===== src/rtl/random_log_spawner.sv =====
// random_log_spawner
//   Walks the static start-offset table one entry per spawn and turns each
//   9-bit X/Y offset into an absolute 11-bit spawn position. Each position is
//   offered to the log object manager over a valid/ready handshake. Spawns
//   are spaced by a programmable number of startOfFrame ticks.
//
// Ports
//   clk_i            system clock, rising edge
//   reset_i          synchronous active-high reset
//   start_i          pulse: begin a sequence at entry 0 (ignored unless idle)
//   stop_i           pulse: abort the sequence, drop any pending spawn
//   startOfFrame_i   one-cycle frame tick, counted only while waiting the gap
//   start_offsetX_i  table X offsets, sampled only in LOAD
//   start_offsetY_i  table Y offsets, sampled only in LOAD
//   spawn_ready_i    consumer accepts the offered spawn
//   spawn_valid_o    spawn_x_o/spawn_y_o/spawn_id_o are valid
//   spawn_x_o        absolute X (BASE_X + offset, mod 2048)
//   spawn_y_o        absolute Y (BASE_Y + offset, mod 2048)
//   spawn_id_o       table index of the offered spawn
//   busy_o           high in every state except IDLE
//   done_o           one-cycle pulse after the last entry is accepted (LOOP=0)
//
// State table
//   state    | meaning
//   IDLE     | no sequence running, waiting for start
//   LOAD     | one cycle: register position/id for the current index
//   OFFER    | spawn_valid high, outputs held until the handshake
//   WAIT_GAP | counting startOfFrame ticks before the next LOAD

module random_log_spawner #(
  parameter int unsigned NUM_ENTRIES = 100,
  parameter int unsigned GAP_FRAMES  = 8,
  parameter logic [10:0] BASE_X      = 11'd0,
  parameter logic [10:0] BASE_Y      = 11'd0,
  parameter bit          LOOP        = 1'b1
) (
  input  logic        clk_i,
  input  logic        reset_i,
  input  logic        start_i,
  input  logic        stop_i,
  input  logic        startOfFrame_i,
  input  logic [8:0]  start_offsetX_i [99:0],
  input  logic [8:0]  start_offsetY_i [99:0],
  input  logic        spawn_ready_i,
  output logic        spawn_valid_o,
  output logic [10:0] spawn_x_o,
  output logic [10:0] spawn_y_o,
  output logic [6:0]  spawn_id_o,
  output logic        busy_o,
  output logic        done_o
);

  localparam int GAP_W = (GAP_FRAMES < 2) ? 1 : $clog2(GAP_FRAMES + 1);
  localparam logic [6:0] LAST_IDX = 7'(NUM_ENTRIES - 1);

  typedef enum logic [1:0] {
    IDLE     = 2'd0,
    LOAD     = 2'd1,
    OFFER    = 2'd2,
    WAIT_GAP = 2'd3
  } state_t;

  state_t             state_q, state_d;
  logic [6:0]         idx_q, idx_d;
  logic [GAP_W-1:0]   gap_q, gap_d;
  logic               valid_q, valid_d;
  logic [10:0]        x_q, x_d;
  logic [10:0]        y_q, y_d;
  logic [6:0]         id_q, id_d;
  logic               done_q, done_d;

  always_ff @(posedge clk_i) begin
    if (reset_i) begin
      state_q <= IDLE;
      idx_q   <= '0;
      gap_q   <= '0;
      valid_q <= 1'b0;
      x_q     <= '0;
      y_q     <= '0;
      id_q    <= '0;
      done_q  <= 1'b0;
    end else begin
      state_q <= state_d;
      idx_q   <= idx_d;
      gap_q   <= gap_d;
      valid_q <= valid_d;
      x_q     <= x_d;
      y_q     <= y_d;
      id_q    <= id_d;
      done_q  <= done_d;
    end
  end

  always_comb begin
    state_d = state_q;
    idx_d   = idx_q;
    gap_d   = gap_q;
    valid_d = valid_q;
    x_d     = x_q;
    y_d     = y_q;
    id_d    = id_q;
    done_d  = 1'b0;

    if (stop_i) begin
      // A handshake in this same cycle still counts for the consumer, but
      // nothing further is spawned.
      state_d = IDLE;
      valid_d = 1'b0;
      gap_d   = '0;
    end else begin
      case (state_q)
        IDLE: begin
          if (start_i) begin
            state_d = LOAD;
            idx_d   = '0;
          end
        end

        LOAD: begin
          // 11-bit add wraps modulo 2048 by construction.
          x_d     = BASE_X + {2'b00, start_offsetX_i[idx_q]};
          y_d     = BASE_Y + {2'b00, start_offsetY_i[idx_q]};
          id_d    = idx_q;
          valid_d = 1'b1;
          state_d = OFFER;
        end

        OFFER: begin
          if (spawn_ready_i) begin
            valid_d = 1'b0;
            if (idx_q == LAST_IDX && !LOOP) begin
              done_d  = 1'b1;
              idx_d   = '0;
              state_d = IDLE;
            end else begin
              idx_d = (idx_q == LAST_IDX) ? 7'd0 : idx_q + 7'd1;
              if (GAP_FRAMES == 0) begin
                state_d = LOAD;
              end else begin
                // Down-counter reloaded on every entry into WAIT_GAP.
                gap_d   = GAP_W'(GAP_FRAMES);
                state_d = WAIT_GAP;
              end
            end
          end
        end

        WAIT_GAP: begin
          if (startOfFrame_i) begin
            if (gap_q == GAP_W'(1)) begin
              gap_d   = '0;
              state_d = LOAD;
            end else begin
              gap_d = gap_q - GAP_W'(1);
            end
          end
        end

        default: begin
          state_d = IDLE;
        end
      endcase
    end
  end

  assign spawn_valid_o = valid_q;
  assign spawn_x_o     = x_q;
  assign spawn_y_o     = y_q;
  assign spawn_id_o    = id_q;
  assign busy_o        = (state_q != IDLE);
  assign done_o        = done_q;

endmodule


===== config.mk =====
export PLATFORM = sky130hd
export DESIGN_NAME = random_log_spawner
export DESIGN_NICKNAME = d
export VERILOG_FILES = /design/src/rtl/random_log_spawner.sv
export SDC_FILE = /design/constraint.sdc
export NUM_CORES = 1
export LEC_CHECK = 0
export ABC_AREA = 0
export CAP_MARGIN = 20
export CORE_AREA = 3 3 707 709
export CTS_CLUSTER_DIAMETER = 50
export DETAILED_ROUTE_END_ITERATION = 7
export DIE_AREA = 0 0 710 712
export HOLD_SLACK_MARGIN = 0.08
export PLACE_DENSITY = 0.3
export SLEW_MARGIN = 20
export SYNTH_ARGS = -nofsm -noshare
export SYNTH_HDL_FRONTEND = slang
export SYNTH_SLANG_ARGS = --single-unit

===== constraint.sdc =====
create_clock -name clk_i -period 6.6 [get_ports clk_i]
set_input_delay 1.32 -clock clk_i [delete_from_list [all_inputs] [get_ports clk_i]]
set_output_delay 1.32 -clock clk_i [all_outputs]
set_load 0.02 [all_outputs]

==> results of run 1 <==
-- final timing paths --
path,endpoint,slack [ns],cells after the start
setup / recovery,spawn_x_o[5],2.47,6
hold / removal,spawn_id_o[5],0.46,2
setup reg to reg,spawn_x_o[5],2.47,6
hold reg to reg,spawn_id_o[5],0.46,2
-- through the flow --
| step | total power (W) | setup slack, ns | util | hold slack (ns) |
|---|---|---|---|---|
| 2_1_floorplan | 0.000538 | 3.77 | - | 0.465 |
| 3_3_place_gp | 0.00204 | 1.19 | 0.0861 | 0.469 |
| 3_5_place_dp | 0.00204 | 1.59 | 0.0864 | 0.455 |
| 4_1_cts | 0.00246 | 2.02 | 0.0867 | 0.467 |
| 5_1_grt | 0.00249 | 2.12 | 0.0867 | 0.486 |
| 6_report | 0.00235 | 2.47 | 0.0869 | 0.464 |
-- area by class of cell --
type                            instances  area (um^2)  share of cell area
Antenna cell                           47          118             0.00274
Tap cell                             6500         8130               0.190
Inverter                                7         28.8            0.000671
Clock buffer                            5          125             0.00292
Clock inverter                          3         21.3            0.000496
Sequential cell                        39          800              0.0186
Timing Repair Buffer                 1924        19100               0.446
Multi-Input combinational cell       1126        14500               0.339
-- flip-flops by register name (all words and copies together) (netlist names) --
register / count
idx_q: 7
spawn_x_o: 9
spawn_y_o: 9
spawn_id_o: 7
state_q: 2
spawn_valid_o: 1
gap_q: 4
-- placed cells by master (no fill, tap or decap), types with 5 or more instances in the layout --
| cell type | count |
|---|---|
| a2111oi_0 | 5 |
| a2111oi_1 | 5 |
| a2111oi_2 | 8 |
| a211o_1 | 18 |
| a211oi_1 | 14 |
| a211oi_2 | 5 |
| a21oi_1 | 20 |
| a21oi_2 | 11 |
| a221o_1 | 18 |
| a221oi_1 | 18 |
| a22o_1 | 18 |
| a22oi_1 | 36 |
| buf_12 | 9 |
| buf_4 | 80 |
| clkbuf_16 | 5 |
| clkdlybuf4s50_1 | 1831 |
| conb_1 | 5 |
| dfxtp_1 | 34 |
| dfxtp_4 | 5 |
| diode_2 | 47 |
| ha_1 | 8 |
| inv_1 | 6 |
| mux2_2 | 90 |
| mux2i_1 | 155 |
| mux2i_2 | 9 |
| mux4_2 | 360 |
| nand2_1 | 55 |
| nand3_1 | 21 |
| nand4b_1 | 18 |
| nor2_1 | 28 |
| o211ai_1 | 19 |
| o21ai_0 | 22 |
| o221ai_1 | 52 |
| o22ai_1 | 50 |
-- metal layers --
layer	track usage	up-vias
met3	0.0225	381
met4	0.0110	70
met1	0.143	11893
met2	0.233	1523
met5	0	-
li1	-	9579
-- power groups by stage --
| stage | clock, W | sequential, W | combinational [W] |
|---|---|---|---|
| floorplan | 0 | 0.000251 | 0.000286 |
| global placement | 0 | 0.000252 | 0.00179 |
| detailed placement | 0 | 0.000252 | 0.00179 |
| CTS | 0.000414 | 0.000247 | 0.00180 |
| global route | 0.000407 | 0.000247 | 0.00184 |
| finish | 0.000363 | 0.000245 | 0.00174 |
-- tightest hold or removal path, stage by stage, from the launching register on --
cell,delay [ns]
dfxtp_1,0.32
nand2_1,0.05
a21oi_1,0.05
-- logic make-up (layout without fill, tap and decap cells) --
logic type | after synthesis | count (layout) | synth area share
compound gates | 330 | 330 | 0.154
fa+ha+maj | 8 | 8 | 0.00618
simple gates | 164 | 164 | 0.0533
buf+inv | 199 | 1939 | 0.0707
flops | 39 | 39 | 0.0482
xor+xnor | 5 | 5 | 0.00270
other cells | 1 | 52 | 0.000231
mux | 614 | 614 | 0.664
==> results.yml, run 1 <==
placed_design:
  place.gp.congestion: 0.870
  dp_cells: 9596
  cell_area_after_placement_um2: 42600
  hpwl_um: 293000
  buffers_on_ports: 1832
route:
  routed-via-count: 23446
  drt-wirelength-per-cell_um: 33.3
  vias_per_cell: 2.43
  postRouteAntennaNets: 0
  remaining_drc_errors: 0
  met1Wirelength_um: 127000
  drt-pass1-iter-count: 5
  routed-wl-met3_um: 18900
  highest_layer: "met5"
  dr.first_iter.drc_count: 1292
  routed_wl_um: 321000
  met2_wirelength_um: 170000
clocking:
  clk_pin_slew_worst_paths_ns: 0.10
  post_cts.resized_instances: 0
  clock_latency_reported_for_the_late_side_of_the_worst_skew_pair_ns: 0.39
  htreeDepth: 2
  cts.root.buffer_cell: "clkbuf_16"
  tritoncts: "done"
  clkSinkCount: 39
  cts_buffers: 5
  clockBufferDepth: 2
  post-cts-setup-buffer-count: 0
  postCtsHoldBufs: 0
floorplan:
  coreArea_um2: 494000
  die-area_um2: 506000
  row_count: 258
  fp.dieH_um: 712
  initial_core_util: 0.0328
  die_width_um: 710
  design.portCount: 1838
pwr:
  power_per_cell_area_nw_per_um2: 54.8
  ir_drop_mv: 0.114
  seqPwrFrac: 0.104
  clock_power_share: 0.154
  power_report.internal_total_w: 0.00155
  switching_share: 0.339
  switchingPower_w: 0.000797
  static-leakage-power_nw: 11.3
  p_comb_frac: 0.741
yosys:
  yosys_register_bits: 39
  post-synth-top-count-cell: "mux4_2"
  ys.flop_type: "dfxtp_1"
  yosysSeqAreaShare: 0.0482
  synth_enable_flop_cells: 0
  synth_async_sr_flop_share: 0
  synth_top_area_share: 0.501
  synthTopCellsByArea: "mux4_2 50%, mux2i_1 10%, mux2_2 6.3%, dfxtp_1 4.8%, o221ai_1 2.9%"
  syn_area_per_cell_um2: 11.9
  synthesis.area_um2: 16200
  synth_common_cells: "360 x mux4_2, 164 x mux2i_1, 90 x mux2_2"
  synth.lib_cells_used.distinct: 55
  syn-instance-count: 1360
  yosys_warns: 0
  yosysTopAreaCell: "mux4_2"
cells_and_area:
  finalNonFillerCells: 9651
  finalInstanceArea_um2: 42900
  final_nets: 4917
  area.growth.synth_to_final_pct: 165
  nFillCells: 57043
  drive_above_1_share: 0.198
worst_setup_path:
  critical_path.cell_chain: "buf_4 > or3b_2 > o22ai_1 > a211oi_1 > nand2_1 > nand4b_1"
  cp.required_ns: 6.90
  crit_path_start: "idx_q[0]"
  worst-setup-path-type: "reg -> reg"
  crit_path_start_kind: "flip-flop"
  critical-path-max-stage-delay_ns: 0.86
  cp-end-kind: "flip-flop"
  crit_path_max_fanout: 25
  critPathArrivalTime_ns: 4.43
  worst_path_max_delay_cell: "dfxtp_4"
  crit_family: "simple AND/OR/NAND/NOR gates"
  critPathBufInv: 1
  rr_startpoint: "idx_q[0]"
sta:
  grt_setup_unrepaired: "no"
  actual_slew_at_the_worst_max_slew_pin_ns: 1.02
  slew-limit-headroom: 0.322
  max_freq_ghz: 0.242
  post-route-period-util: 0.626
  final_max_slew_viol_count: 0
  final-hold-violation-count: 0
  timing.final.setup_violations: 0
  finalWorstPathRequiredPeriod_ns: 4.13
  setup_skew_ns: 0.0361
  tns_ns: 0
min_path:
  hold_path_startpoint: "spawn_id_o[5]"
  hold_path.class: "reg -> reg"
grt:
  grt_first_pass_wirelength_um: 376000
  number_of_global_route_vias_before_repair: 25365
  grt.overflow.total: 0
  grt_start_max_net_pins: 118
  antenna_violations_before_repair: 255
  grt.total_usage: 0.121
flow_run:
  max_cap_viol_count: 0
outcome:
  outcome: "finished clean"
(Power assumes the default switching activity.)
==> run 2, diff against run 1 <==
==> constraint.sdc (replaced) <==
create_clock -name clk_i -period 3.5 [get_ports clk_i]
set_input_delay 0.7 -clock clk_i [delete_from_list [all_inputs] [get_ports clk_i]]
set_output_delay 0.7 -clock clk_i [all_outputs]
set_load 0.02 [all_outputs]
==> results.yml, run 2 (synthesis gave the netlist of run 1 again) <==
outcome:
  outcome: "finished clean"
sta:
  post-route-period-util: 0.952
  slew-limit-headroom: 0.336
  actual_slew_at_the_worst_max_slew_pin_ns: 0.991
  timing.final.setup_violations: 0
  max_freq_ghz: 0.300
  finalWorstPathRequiredPeriod_ns: 3.33
  setup_skew_ns: 0.0131
  grt_setup_unrepaired: "no"
  final-hold-violation-count: 0
  final_max_slew_viol_count: 0
cells_and_area:
  final_nets: 5102
  nFillCells: 56957
  finalInstanceArea_um2: 45100
  mostFrequentLayoutCell: "clkdlybuf4s50_1"
  seqCellArea_um2: 800
  drive_above_1_share: 0.244
  area.growth.synth_to_final_pct: 179
  finalNonFillerCells: 9901
  final_cell_mix: "1828 x clkdlybuf4s50_1, 360 x mux4_2, 212 x buf_4"
  multiInputGateArea_um2: 14500
floorplan:
  fp.dieH_um: 712
  row_count: 258
  die_width_um: 710
  design.portCount: 1838
  initial_core_util: 0.0328
  coreArea_um2: 494000
  die-area_um2: 506000
worst_setup_path:
  crit_path_max_fanout: 24
  cp-end-kind: "flip-flop"
  crit_path_start_kind: "flip-flop"
  worst-setup-path-type: "reg -> reg"
  critPathArrivalTime_ns: 3.52
  cp.required_ns: 3.68
grt:
  grt.overflow.total: 0
  grt.total_usage: 0.121
  grt_start_max_net_pins: 46
  grt_first_pass_wirelength_um: 378000
  number_of_global_route_vias_before_repair: 26577
  antenna_violations_before_repair: 240
clocking:
  clockBufferDepth: 2
  clock_latency_reported_for_the_late_side_of_the_worst_skew_pair_ns: 0.32
  clkSinkCount: 39
  htreeDepth: 2
  clk_pin_slew_worst_paths_ns: 0.09
  cts_buffers: 5
  tritoncts: "done"
  cts.root.buffer_cell: "clkbuf_16"
  postCtsHoldBufs: 0
  post-cts-setup-buffer-count: 0
placed_design:
  hpwl_um: 299000
  place.gp.congestion: 0.852
  cell_area_after_placement_um2: 44600
  dp_cells: 9781
  buffers_on_ports: 1832
route:
  dr.first_iter.drc_count: 1225
  remaining_drc_errors: 0
  postRouteAntennaNets: 0
  routed_wl_um: 320000
  drt-pass1-iter-count: 5
  vias_per_cell: 2.42
  routed-via-count: 23981
  drt-wirelength-per-cell_um: 32.3
flow_run:
  max_cap_viol_count: 0
min_path:
  hold_path.class: "reg -> reg"
pwr:
  power_per_cell_area_nw_per_um2: 96.2
  ir_drop_mv: 0.169
  static-leakage-power_nw: 12.5
## run 2: metrics by stage
stage	worst slack, ns	util	TNS, ns	power [W]	hold WS, ns
2_1_floorplan	1.29	-	0	0.00101	0.465
3_5_place_dp	-0.615	0.0904	-3.59	0.00385	0.452
3_3_place_gp	-0.650	0.0901	-5.40	0.00385	0.467
5_1_grt	0.0269	0.0913	0	0.00459	0.500
6_report	0.167	0.0915	0	0.00434	0.463
4_1_cts	0.0535	0.0909	0	0.00450	0.464
## run 2: routing by layer
layer  share of wire  routed length (um)  up-vias  global-route usage
met3           0.060               19100      350              0.0232
met2            0.53              170000     1427               0.232
li1                -                   -    10037                   -
met1            0.39              125000    12091               0.140
met5          0.0016                 527        -                   0
met4           0.017                5460       76              0.0168
## run 2: final cells by class
class	instances	area share
antenna	112	0.00621
clock buffer	6	0.00333
clock inverter	2	0.000305
inverter	7	0.000637
multi-input combinational	1126	0.322
sequential	39	0.0177
tap	6500	0.180
timing repair buffer	2109	0.470
## run 2: repair_timing
action / in CTS / in global routing
gates resized for setup: 15 / 1
pin swaps: 0 / 0
hold endpoints to repair: 0 / 0
endpoints found under the setup margin: 9 / 1
cloned: 0 / 0
## run 2: worst paths after layout
kind	slack (ns)	cells after the start	from	endpoint
min reg2reg	0.46	2	spawn_id_o[2]	spawn_id_o[2]
max	0.17	8	idx_q[0]	spawn_x_o[8]
min	0.46	2	spawn_id_o[2]	spawn_id_o[2]
max reg2reg	0.17	8	idx_q[0]	spawn_x_o[8]
## run 2: worst max-delay path, cell delays in order (launching register included)
cell and delay, ns:
dfxtp_4 0.48, buf_12 0.23, buf_4 0.33, buf_4 0.20
mux4_2 0.49, a22oi_1 0.69, buf_4 0.30, a211o_1 0.16
nand4b_1 0.13
## run 2: report_power, final
group          leakage (nW)  switching [W]  internal (W)  total (W)
Clock                0.0827       0.000281      0.000311   0.000592
Sequential            0.319      0.0000148      0.000447   0.000462
Combinational          12.1        0.00105       0.00224    0.00329
==> run 3, diff against run 2 <==
--- a/config.mk
+++ b/config.mk
@@ -7,11 +7,13 @@
 export LEC_CHECK = 0
 export ABC_AREA = 0
 export CAP_MARGIN = 20
-export CORE_AREA = 3 3 707 709
+export CORE_AREA = 3 3 719 721
 export CTS_CLUSTER_DIAMETER = 50
 export DETAILED_ROUTE_END_ITERATION = 7
-export DIE_AREA = 0 0 710 712
+export DIE_AREA = 0 0 722 724
+export DONT_BUFFER_PORTS = 1
 export HOLD_SLACK_MARGIN = 0.08
+export MAX_ROUTING_LAYER = met4
 export PLACE_DENSITY = 0.3
 export SLEW_MARGIN = 20
 export SYNTH_ARGS = -nofsm -noshare
==> results.yml, run 3 (synthesis gave the netlist of run 1 again) <==
cells_and_area:
  drive_above_1_share: 0.566
  final_nets: 3358
  final_cell_mix: "360 x mux4_2, 262 x buf_4, 156 x mux2i_1"
  area.growth.synth_to_final_pct: 77.3
  mostFrequentLayoutCell: "mux4_2"
  nFillCells: 60112
  multiInputGateArea_um2: 14500
  seqCellArea_um2: 800
clocking:
  htreeDepth: 2
  clockBufferDepth: 2
  cts_buffers: 5
  clock_latency_reported_for_the_late_side_of_the_worst_skew_pair_ns: 0.35
  postCtsHoldBufs: 0
  cts.root.buffer_cell: "clkbuf_16"
  clkSinkCount: 39
  tritoncts: "done"
  clk_pin_slew_worst_paths_ns: 0.09
sta:
  tns_ns: 0
  timing.hold.ws_ns: 0.434
  final-hold-violation-count: 0
  finalWorstPathRequiredPeriod_ns: 3.39
  final_max_slew_viol_count: 0
  timing.final.setup_violations: 0
  slew-limit-headroom: 0.393
  grt_setup_unrepaired: "no"
  max_freq_ghz: 0.295
  post-route-period-util: 0.968
  setup_skew_ns: 0.0186
  actual_slew_at_the_worst_max_slew_pin_ns: 0.910
route:
  vias_per_cell: 2.20
  drt-wirelength-per-cell_um: 35.9
  remaining_drc_errors: 0
  drt-pass1-iter-count: 5
  dr.first_iter.drc_count: 1905
  postRouteAntennaNets: 0
  routed-via-count: 18889
  routed_wl_um: 308000
worst_setup_path:
  r2r-end: "spawn_y_o[1]"
  worst-setup-path-type: "reg -> reg"
  cp-end-kind: "flip-flop"
  critical_path.cell_chain: "buf_12 > buf_16 > mux4_2 > mux2i_1 > o211ai_1 > nand3_1 > buf_12 > nand4b_1"
  cp.required_ns: 3.74
  rr_startpoint: "idx_q[0]"
  worst_path_max_delay_cell: "mux4_2"
  cell_occurring_most_often_along_the_worst_timing_path: "buf_12"
  crit_path_start_kind: "flip-flop"
  crit_path_max_fanout: 52
  critical-path-max-stage-delay_ns: 0.68
  critPathArrivalTime_ns: 3.63
  timing.reg2reg.worst_path_depth: 8
  rrSetupSlack_ns: 0.11
grt:
  antenna_violations_before_repair: 420
  grt_start_max_net_pins: 53
  grt.overflow.total: 0
  number_of_global_route_vias_before_repair: 17954
  grt_first_pass_wirelength_um: 340000
  grt.total_usage: 0.114
floorplan:
  die-area_um2: 523000
  design.portCount: 1838
  initial_core_util: 0.0316
  fp.dieH_um: 724
  coreArea_um2: 512000
  die_width_um: 722
  row_count: 263
placed_design:
  place.gp.congestion: 1.09
  buffers_on_ports: 0
  hpwl_um: 287000
pwr:
  power_per_cell_area_nw_per_um2: 80.3
  ir_drop_mv: 0.182
  totalPowerFinal_w: 0.00230
  static-leakage-power_nw: 5.97
min_path:
  hold_path_startpoint: "reset_i"
  hold_path.class: "in -> reg"
  timing.hold.worst_path_depth: 1
  worstHoldEndpoint: "idx_q[0]"
outcome:
  outcome: "finished clean"
flow_run:
  max_cap_viol_count: 0
[run 3: changes by cell type in the layout (fill, tap and decap cells not counted), sizes merged]
cell,change
clkinv,-2
diode,+183
dlygate4sd2,-1
buf,+85
clkdlybuf4s50,-1828
clkinvlp,+1
bufinv,+1
[run 3: worst max-delay path by stage]
stage	to	slack (ns)	start
after global routing	spawn_y_o[1]	0.002	idx_q[0]
after floorplan	spawn_x_o[7]	1.29	stop_i
final	spawn_y_o[1]	0.11	idx_q[0]
after global placement	spawn_y_o[7]	-0.40	idx_q[1]
after CTS	spawn_y_o[0]	0.007	idx_q[0]
after detailed placement	spawn_y_o[7]	-0.44	idx_q[1]
[run 3: critical path: cells and delay by family, from the launching register on]
kind / cells / cell delay (ns)
mux: 2 / 1.08
buf+inv: 3 / 0.57
flops: 1 / 0.43
compound gates: 1 / 0.38
simple gates: 2 / 0.35
[run 3: through the flow]
stage	worst slack, ns	instance area [um^2]	utilization	instances
after floorplan	1.29	16200	-	1364
after global routing	0.00220	28600	0.0559	8567
after CTS	0.00686	28000	0.0546	8302
after detailed placement	-0.439	27700	0.0541	8290
after global placement	-0.400	27700	0.0541	8289
final	0.111	28700	0.0561	8597
[run 3: layout make-up]
class                   count  share of cell area
multi-input cells        1126               0.504
inverters                   7             0.00100
diodes                    295              0.0257
flip-flops and latches     39              0.0278
clock buffers               6             0.00523
repair buffers            365               0.140
well taps                6757               0.294
clock inverters             2             0.00131
[run 3: timing repair]
| item | in CTS | in global routing |
|---|---|---|
| resized for setup | 6 | 1 |
| endpoints found under the setup margin | 4 | 1 |
| pin swaps | 2 | 2 |
| hold endpoints to repair | 0 | 0 |
| setup buffers | 4 | 0 |
[run 3: per-layer routing]
metal  GRT usage  up-vias  wire length, um
met5           -        -                0
met4      0.0360        0            11000
met3      0.0509      596            34100
met2       0.198     2079           155000
met1       0.114     9455           108000
li1            -     6759                -
[run 3: where the power goes]
part	leakage, nW	internal (W)	switching, W	total [W]
combinational	5.56	0.000529	0.000569	0.00110
sequential	0.319	0.000447	0.0000337	0.000481
clock	0.0901	0.000385	0.000341	0.000726
total	5.97	0.00136	0.000943	0.00230
